<file path="src/rtl/multiword_adder_seq_pkg.sv">
`default_nettype none
// ============================================================================
//  Module   : multiword_adder_seq_pkg
//  Purpose  : Shared definitions for the sequential multi-word adder:
//             FSM state encoding and the slice-index width helper.
//  Contents : state_t   - ST_IDLE / ST_RUN / ST_DONE
//             idx_width - ceil(log2(n)), never less than 1
//  Revision : 1.0 - initial release
// ============================================================================
package multiword_adder_seq_pkg;

   typedef enum logic [1:0] {
      ST_IDLE = 2'd0,
      ST_RUN  = 2'd1,
      ST_DONE = 2'd2
   } state_t;

   // Width needed to count 0..n-1. A single slice still gets a 1-bit index
   // so the index register never collapses to zero width.
   function automatic int idx_width(input int n);
      int w;
      w = 0;
      for (int i = 0; i < 31; i++) begin
         if ((1 << i) < n) begin
            w = i + 1;
         end
      end
      return (w < 1) ? 1 : w;
   endfunction

endpackage : multiword_adder_seq_pkg
`default_nettype wire

</file>
<file path="src/rtl/adder_generate_gates.sv">
`default_nettype none
// ============================================================================
//  Module   : adder_generate_gates
//  Purpose  : Gate-level ripple-carry adder, one full adder per bit built
//             from xor/and/or primitives.
//  Ports    : A, B  [SIZE-1:0] in  - addends
//             cin   1          in  - carry into bit 0
//             Sum   [SIZE-1:0] out - A + B + cin (low SIZE bits)
//             cout  1          out - carry out of the top bit
//  Revision : 1.0 - initial release
// ============================================================================
module adder_generate_gates #(
   parameter int SIZE = 4
) (
   input  logic [SIZE-1:0] A,
   input  logic [SIZE-1:0] B,
   input  logic            cin,
   output logic [SIZE-1:0] Sum,
   output logic            cout
);

   wire [SIZE:0] c;

   assign c[0] = cin;

   genvar i;
   generate
      for (i = 0; i < SIZE; i++) begin : g_bit
         wire p;
         wire g_ab;
         wire g_pc;
         xor u_xor_p   (p,        A[i], B[i]);
         xor u_xor_s   (Sum[i],   p,    c[i]);
         and u_and_ab  (g_ab,     A[i], B[i]);
         and u_and_pc  (g_pc,     p,    c[i]);
         or  u_or_c    (c[i+1],   g_ab, g_pc);
      end
   endgenerate

   assign cout = c[SIZE];

endmodule : adder_generate_gates
`default_nettype wire

</file>
<file path="src/rtl/multiword_adder_seq.sv">
`default_nettype none
// ============================================================================
//  Module   : multiword_adder_seq
//  Purpose  : Adds two SIZE*WORDS-bit operands one SIZE-bit slice per clock
//             through a single ripple adder, registering the carry between
//             slices. Keeps the combinational carry chain at SIZE bits.
//  Ports    : clk, rst_n        in  - clock (rising), async active-low reset
//             start             in  - request; taken in IDLE or DONE
//             op_a, op_b        in  - operands, captured on accept
//             cin               in  - carry into slice 0, captured on accept
//             busy              out - operation in progress
//             done              out - one-cycle pulse on completion
//             result, cout      out - sum/carry of last completed operation
//  Revision : 1.0 - initial release
// ============================================================================
module multiword_adder_seq
   import multiword_adder_seq_pkg::*;
#(
   parameter int SIZE  = 4,
   parameter int WORDS = 4
) (
   input  logic                  clk,
   input  logic                  rst_n,
   input  logic                  start,
   input  logic [SIZE*WORDS-1:0] op_a,
   input  logic [SIZE*WORDS-1:0] op_b,
   input  logic                  cin,
   output logic                  busy,
   output logic                  done,
   output logic [SIZE*WORDS-1:0] result,
   output logic                  cout
);

   localparam int              W        = SIZE * WORDS;
   localparam int              IDXW     = idx_width(WORDS);
   localparam logic [IDXW-1:0] LAST_IDX = IDXW'(WORDS - 1);

   state_t          state;
   logic [W-1:0]    a_reg;
   logic [W-1:0]    b_reg;
   logic [W-1:0]    work;
   logic [W-1:0]    work_next;
   logic            carry_reg;
   logic [IDXW-1:0] idx;

   logic [SIZE-1:0] slice_a;
   logic [SIZE-1:0] slice_b;
   logic [SIZE-1:0] slice_sum;
   logic            slice_cout;

   // Slice mux: present the current word of each operand to the adder.
   assign slice_a = a_reg[idx*SIZE +: SIZE];
   assign slice_b = b_reg[idx*SIZE +: SIZE];

   adder_generate_gates #(
      .SIZE (SIZE)
   ) u_adder (
      .A    (slice_a),
      .B    (slice_b),
      .cin  (carry_reg),
      .Sum  (slice_sum),
      .cout (slice_cout)
   );

   // Slice demux: the working sum with the current slice already merged in.
   // The last RUN edge copies this straight into result so the final slice
   // does not need an extra cycle.
   always_comb begin
      work_next                    = work;
      work_next[idx*SIZE +: SIZE]  = slice_sum;
   end

   always_ff @(posedge clk or negedge rst_n) begin
      if (!rst_n) begin
         state     <= ST_IDLE;
         a_reg     <= '0;
         b_reg     <= '0;
         work      <= '0;
         carry_reg <= 1'b0;
         idx       <= '0;
         busy      <= 1'b0;
         done      <= 1'b0;
         result    <= '0;
         cout      <= 1'b0;
      end else begin
         case (state)
            ST_RUN: begin
               work      <= work_next;
               carry_reg <= slice_cout;
               if (idx == LAST_IDX) begin
                  result <= work_next;
                  cout   <= slice_cout;
                  idx    <= '0;
                  busy   <= 1'b0;
                  done   <= 1'b1;
                  state  <= ST_DONE;
               end else begin
                  idx <= idx + 1'b1;
               end
            end

            // IDLE and DONE accept a new operation identically; DONE just
            // additionally drops the done pulse on its way out.
            default: begin
               done <= 1'b0;
               if (start) begin
                  a_reg     <= op_a;
                  b_reg     <= op_b;
                  carry_reg <= cin;
                  idx       <= '0;
                  busy      <= 1'b1;
                  state     <= ST_RUN;
               end else begin
                  state     <= ST_IDLE;
               end
            end
         endcase
      end
   end

endmodule : multiword_adder_seq
`default_nettype wire

</file>
<file path="config.mk">
export PLATFORM = sky130hd
export DESIGN_NAME = multiword_adder_seq
export DESIGN_NICKNAME = d
export VERILOG_FILES = /design/src/rtl/multiword_adder_seq_pkg.sv /design/src/rtl/adder_generate_gates.sv /design/src/rtl/multiword_adder_seq.sv
export SDC_FILE = /design/constraint.sdc
export NUM_CORES = 1
export LEC_CHECK = 0
export BUFFER_PORTS_ARGS = -buffer_cell sky130_fd_sc_hd__buf_2
export CORE_MARGIN = 4
export CORE_UTILIZATION = 45
export CTS_BUF_LIST = sky130_fd_sc_hd__clkbuf_4 sky130_fd_sc_hd__clkbuf_8
export CTS_CLUSTER_SIZE = 12
export DETAILED_ROUTE_END_ITERATION = 8
export PLACE_DENSITY = 0.66
export SETUP_SLACK_MARGIN = 0.15
export SYNTH_ARGS = -nofsm -noshare
export SYNTH_HDL_FRONTEND = slang
export SYNTH_SLANG_ARGS = --single-unit
</file>
<file path="constraint.sdc">
create_clock -name clk -period 5.8 [get_ports clk]
set_input_delay 1.16 -clock clk [delete_from_list [all_inputs] [get_ports clk]]
set_output_delay 1.16 -clock clk [all_outputs]
set_load 0.005 [all_outputs]
</file>
==> results_dict.tcl <==
set metrics [dict create \
    status "completed" \
    io_buffers 54 \
    final_util 0.5310 \
    yosysSeqAreaShare 0.5169 \
    cts_buffers 9 \
    cts.path.max_buffers 2 \
    skew_ns 0.008715 \
    crit_top_cell "fa_1" \
    synth_top_cell_area_share 0.5169 \
    ff2ff_setup_slack_ns 2.44 \
    crit_buf_inv 2 \
    start_kind "register" \
    drtPass1Iterations 4 \
    p_comb_frac 0.509 \
    dieWidth_um 95.40 \
    antenna_left 0 \
    p_leak_nw 1.890 \
    finalSetupTns_ns 0 \
    num_vias 2085 \
    post_cts_resized 0 \
    synthesis.yosys.warnings 0 \
    hold_buffers 0 \
    grt_max_degree 72 \
    critPathMaxStageDelay_ns 0.80 \
    fin_crit_sh 0.5801 \
    switching_power_mw 0.9496 \
    wl_mm 6.427 \
    rsz0062_at_grt "no" \
    ioPinCount 55 \
    overflow 0 \
    max_freq_mhz 297.2 \
    synthTopCellsByArea "dfrtp_1 (52%), mux2_4 (13%), mux4_1 (3.8%)" \
    first_iter_violations 86 \
    holdCritPathClass "register to register" \
    cts_sinks 71 \
    peakVddDrop_v 0.0002765 \
    cp.required_ns 6.06 \
    critPathKind "register to register" \
    p_sw_frac 0.3753 \
    coreArea_um2 7331 \
    die_y_um 95.40 \
    hpwl_mm 4.571 \
    end_kind "register" \
    syn2layout_area_growth_pct 13.25 \
    gp_congestion 0.7720 \
    crit_fanout 18 \
    h-tree-depth 3 \
    path_cells "mux4_1, fa_1, inv_1, fa_1, fa_1, inv_1, fa_1, a21oi_1, a21oi_1" \
    ys.flop_type "dfrtp_1" \
    grt_pass1_wl_mm 11.01 \
    drive_gt1_frac 0.3595 \
    clk_pin_slew_ns 0.07 \
    via_per_inst 5.148 \
    netlist_area_um2 3437 \
    timing.final.ws_setup_ns 2.435 \
    std_cell_rows 31 \
    slowest_stage "dfrtp_1" \
    initial_core_util 0.4689 \
    post_cts.repair.setup_buffers 0 \
    final_net_count 349 \
    ys_types 28 \
    insertion_delay_ns 0.34 \
    setup_viol 0 \
    drv_slew 0 \
    post_drt_wl_per_cell_um 15.87 \
    power.total_mw 2.530 \
    synth_top_cell_by_area "dfrtp_1" \
    synth_cells 252 \
    crit_arrival_ns 3.62 \
    p_clk_frac 0.139 \
    crit_family "adder cells" \
    hold_viol 0 \
    grt_use_total 0.1595 \
    syn_avg_cell_area_um2 13.64 \
    internal_power_mw 1.580 \
    synth.net_count 298 \
    ys_ff_latch 71 \
    num_antenna_cells 0 \
    max_cap_viol_count 0 \
    max-slew-margin-rel 0.4161 \
    pre_cts_ws_ns 2.450 \
    cts_tree "yes" \
    seqPwrFrac 0.352 \
    drc_errors 0 \
    grt_pass1_vias 2198 \
    min_period_ns 3.365 \
    antenna_found_initial 0 \
    power_density_nw_per_um2 650.0 \
    async_flop_share 1.000 \
    tightestPinTransition_ns 0.8758 \
    clock-root-buffer "clkbuf_8" \
    dieArea_um2 9100 \
    synth_edf_count 0 \
]
==> per-stage QoR <==
step | instance area (um^2) | instances | hold slack, ns
after floorplan | 3437 | 252 | 0.4582
after global placement | 3721 | 391 | 0.4664
after detailed placement | 3721 | 391 | 0.4737
after CTS | 3892 | 405 | 0.4887
after global routing | 3892 | 405 | 0.4993
final | 3892 | 405 | 0.4847
==> cell families (layout without fill, tap and decap cells) <==
kind of cell / Yosys count / in the layout / share of synthesized area
adder cells (fa/ha/maj): 10 / 10 / 0.04514
flip-flops: 71 / 71 / 0.5169
AND/OR/NAND/NOR: 60 / 60 / 0.09974
AO/OA/AOI/OAI: 44 / 44 / 0.08919
buffers and inverters: 25 / 79 / 0.04732
multiplexers: 42 / 42 / 0.2017
==> power groups by stage <==
stage               combinational, mW  sequential (mW)  clock (mW)
CTS                              1.31            0.896       0.365
global route                     1.43            0.927       0.382
detailed placement               1.31            0.904           0
finish                           1.29            0.891       0.352
floorplan                        1.02            0.842           0
global placement                 1.28            0.891           0
==> cells in the mapped netlist, types with 6 or more instances <==
| cell type | number |
|---|---|
| nor2_1 | 22 |
| a31oi_1 | 8 |
| buf_6 | 6 |
| ha_1 | 6 |
| a32o_1 | 8 |
| dfrtp_1 | 71 |
| mux2_4 | 30 |
| nand2_1 | 6 |
| a22o_1 | 9 |
| inv_1 | 8 |
| nor2b_1 | 9 |
| buf_2 | 7 |
| nand2b_1 | 16 |
| a21oi_1 | 17 |
==> layout make-up <==
| type | count | area [um^2] |
|---|---|---|
| inverter | 8 | 30.03 |
| multi-input combinational | 156 | 1498 |
| clock inverter | 1 | 5.005 |
| sequential | 71 | 1777 |
| timing repair buffer | 57 | 292.8 |
| tap | 99 | 123.9 |
| clock buffer | 13 | 166.4 |
| fill | 658 | 3438 |
==> per-layer routing <==
metal	routed length, um	part of all wire	vias up	track usage
li1	-	-	1003	-
met1	3024	0.47	1017	0.2220
met2	3018	0.47	60	0.2426
met3	345	0.054	5	0.04815
met4	38	0.0059	0	0.04621
met5	0	0	-	0
==> worst paths after layout <==
path                                      start                endpoint  cells past startpoint
setup / recovery             idx[0]$_DFFE_PN0P_  result[11]$_DFFE_PN0P_                      9
hold / removal             work[15]$_DFFE_PN0P_    work[15]$_DFFE_PN0P_                      1
setup reg to reg             idx[0]$_DFFE_PN0P_  result[11]$_DFFE_PN0P_                      9
hold reg to reg            work[15]$_DFFE_PN0P_    work[15]$_DFFE_PN0P_                      1
max in group asynchronous                 rst_n   result[2]$_DFFE_PN0P_                      2
min in group asynchronous                 rst_n   result[0]$_DFFE_PN0P_                      2
==> cell usage in the layout (no fill, tap or decap), types with 2 or more instances in the layout <==
cell	netlist	routed
ha_1	6	6
a31oi_1	8	8
mux4_1	5	5
and4bb_1	2	2
clkbuf_8	0	11
buf_2	7	54
a22o_1	9	9
buf_4	4	3
nand2b_1	16	16
fa_1	4	4
a32o_1	8	8
mux2_4	30	30
nor2_1	22	22
inv_1	8	8
mux2_2	3	3
dfrtp_1	71	71
nor2b_1	9	9
mux4_2	3	3
a21oi_1	17	17
clkbuf_4	0	2
nand2_1	6	6
(Power assumes the default switching activity.)
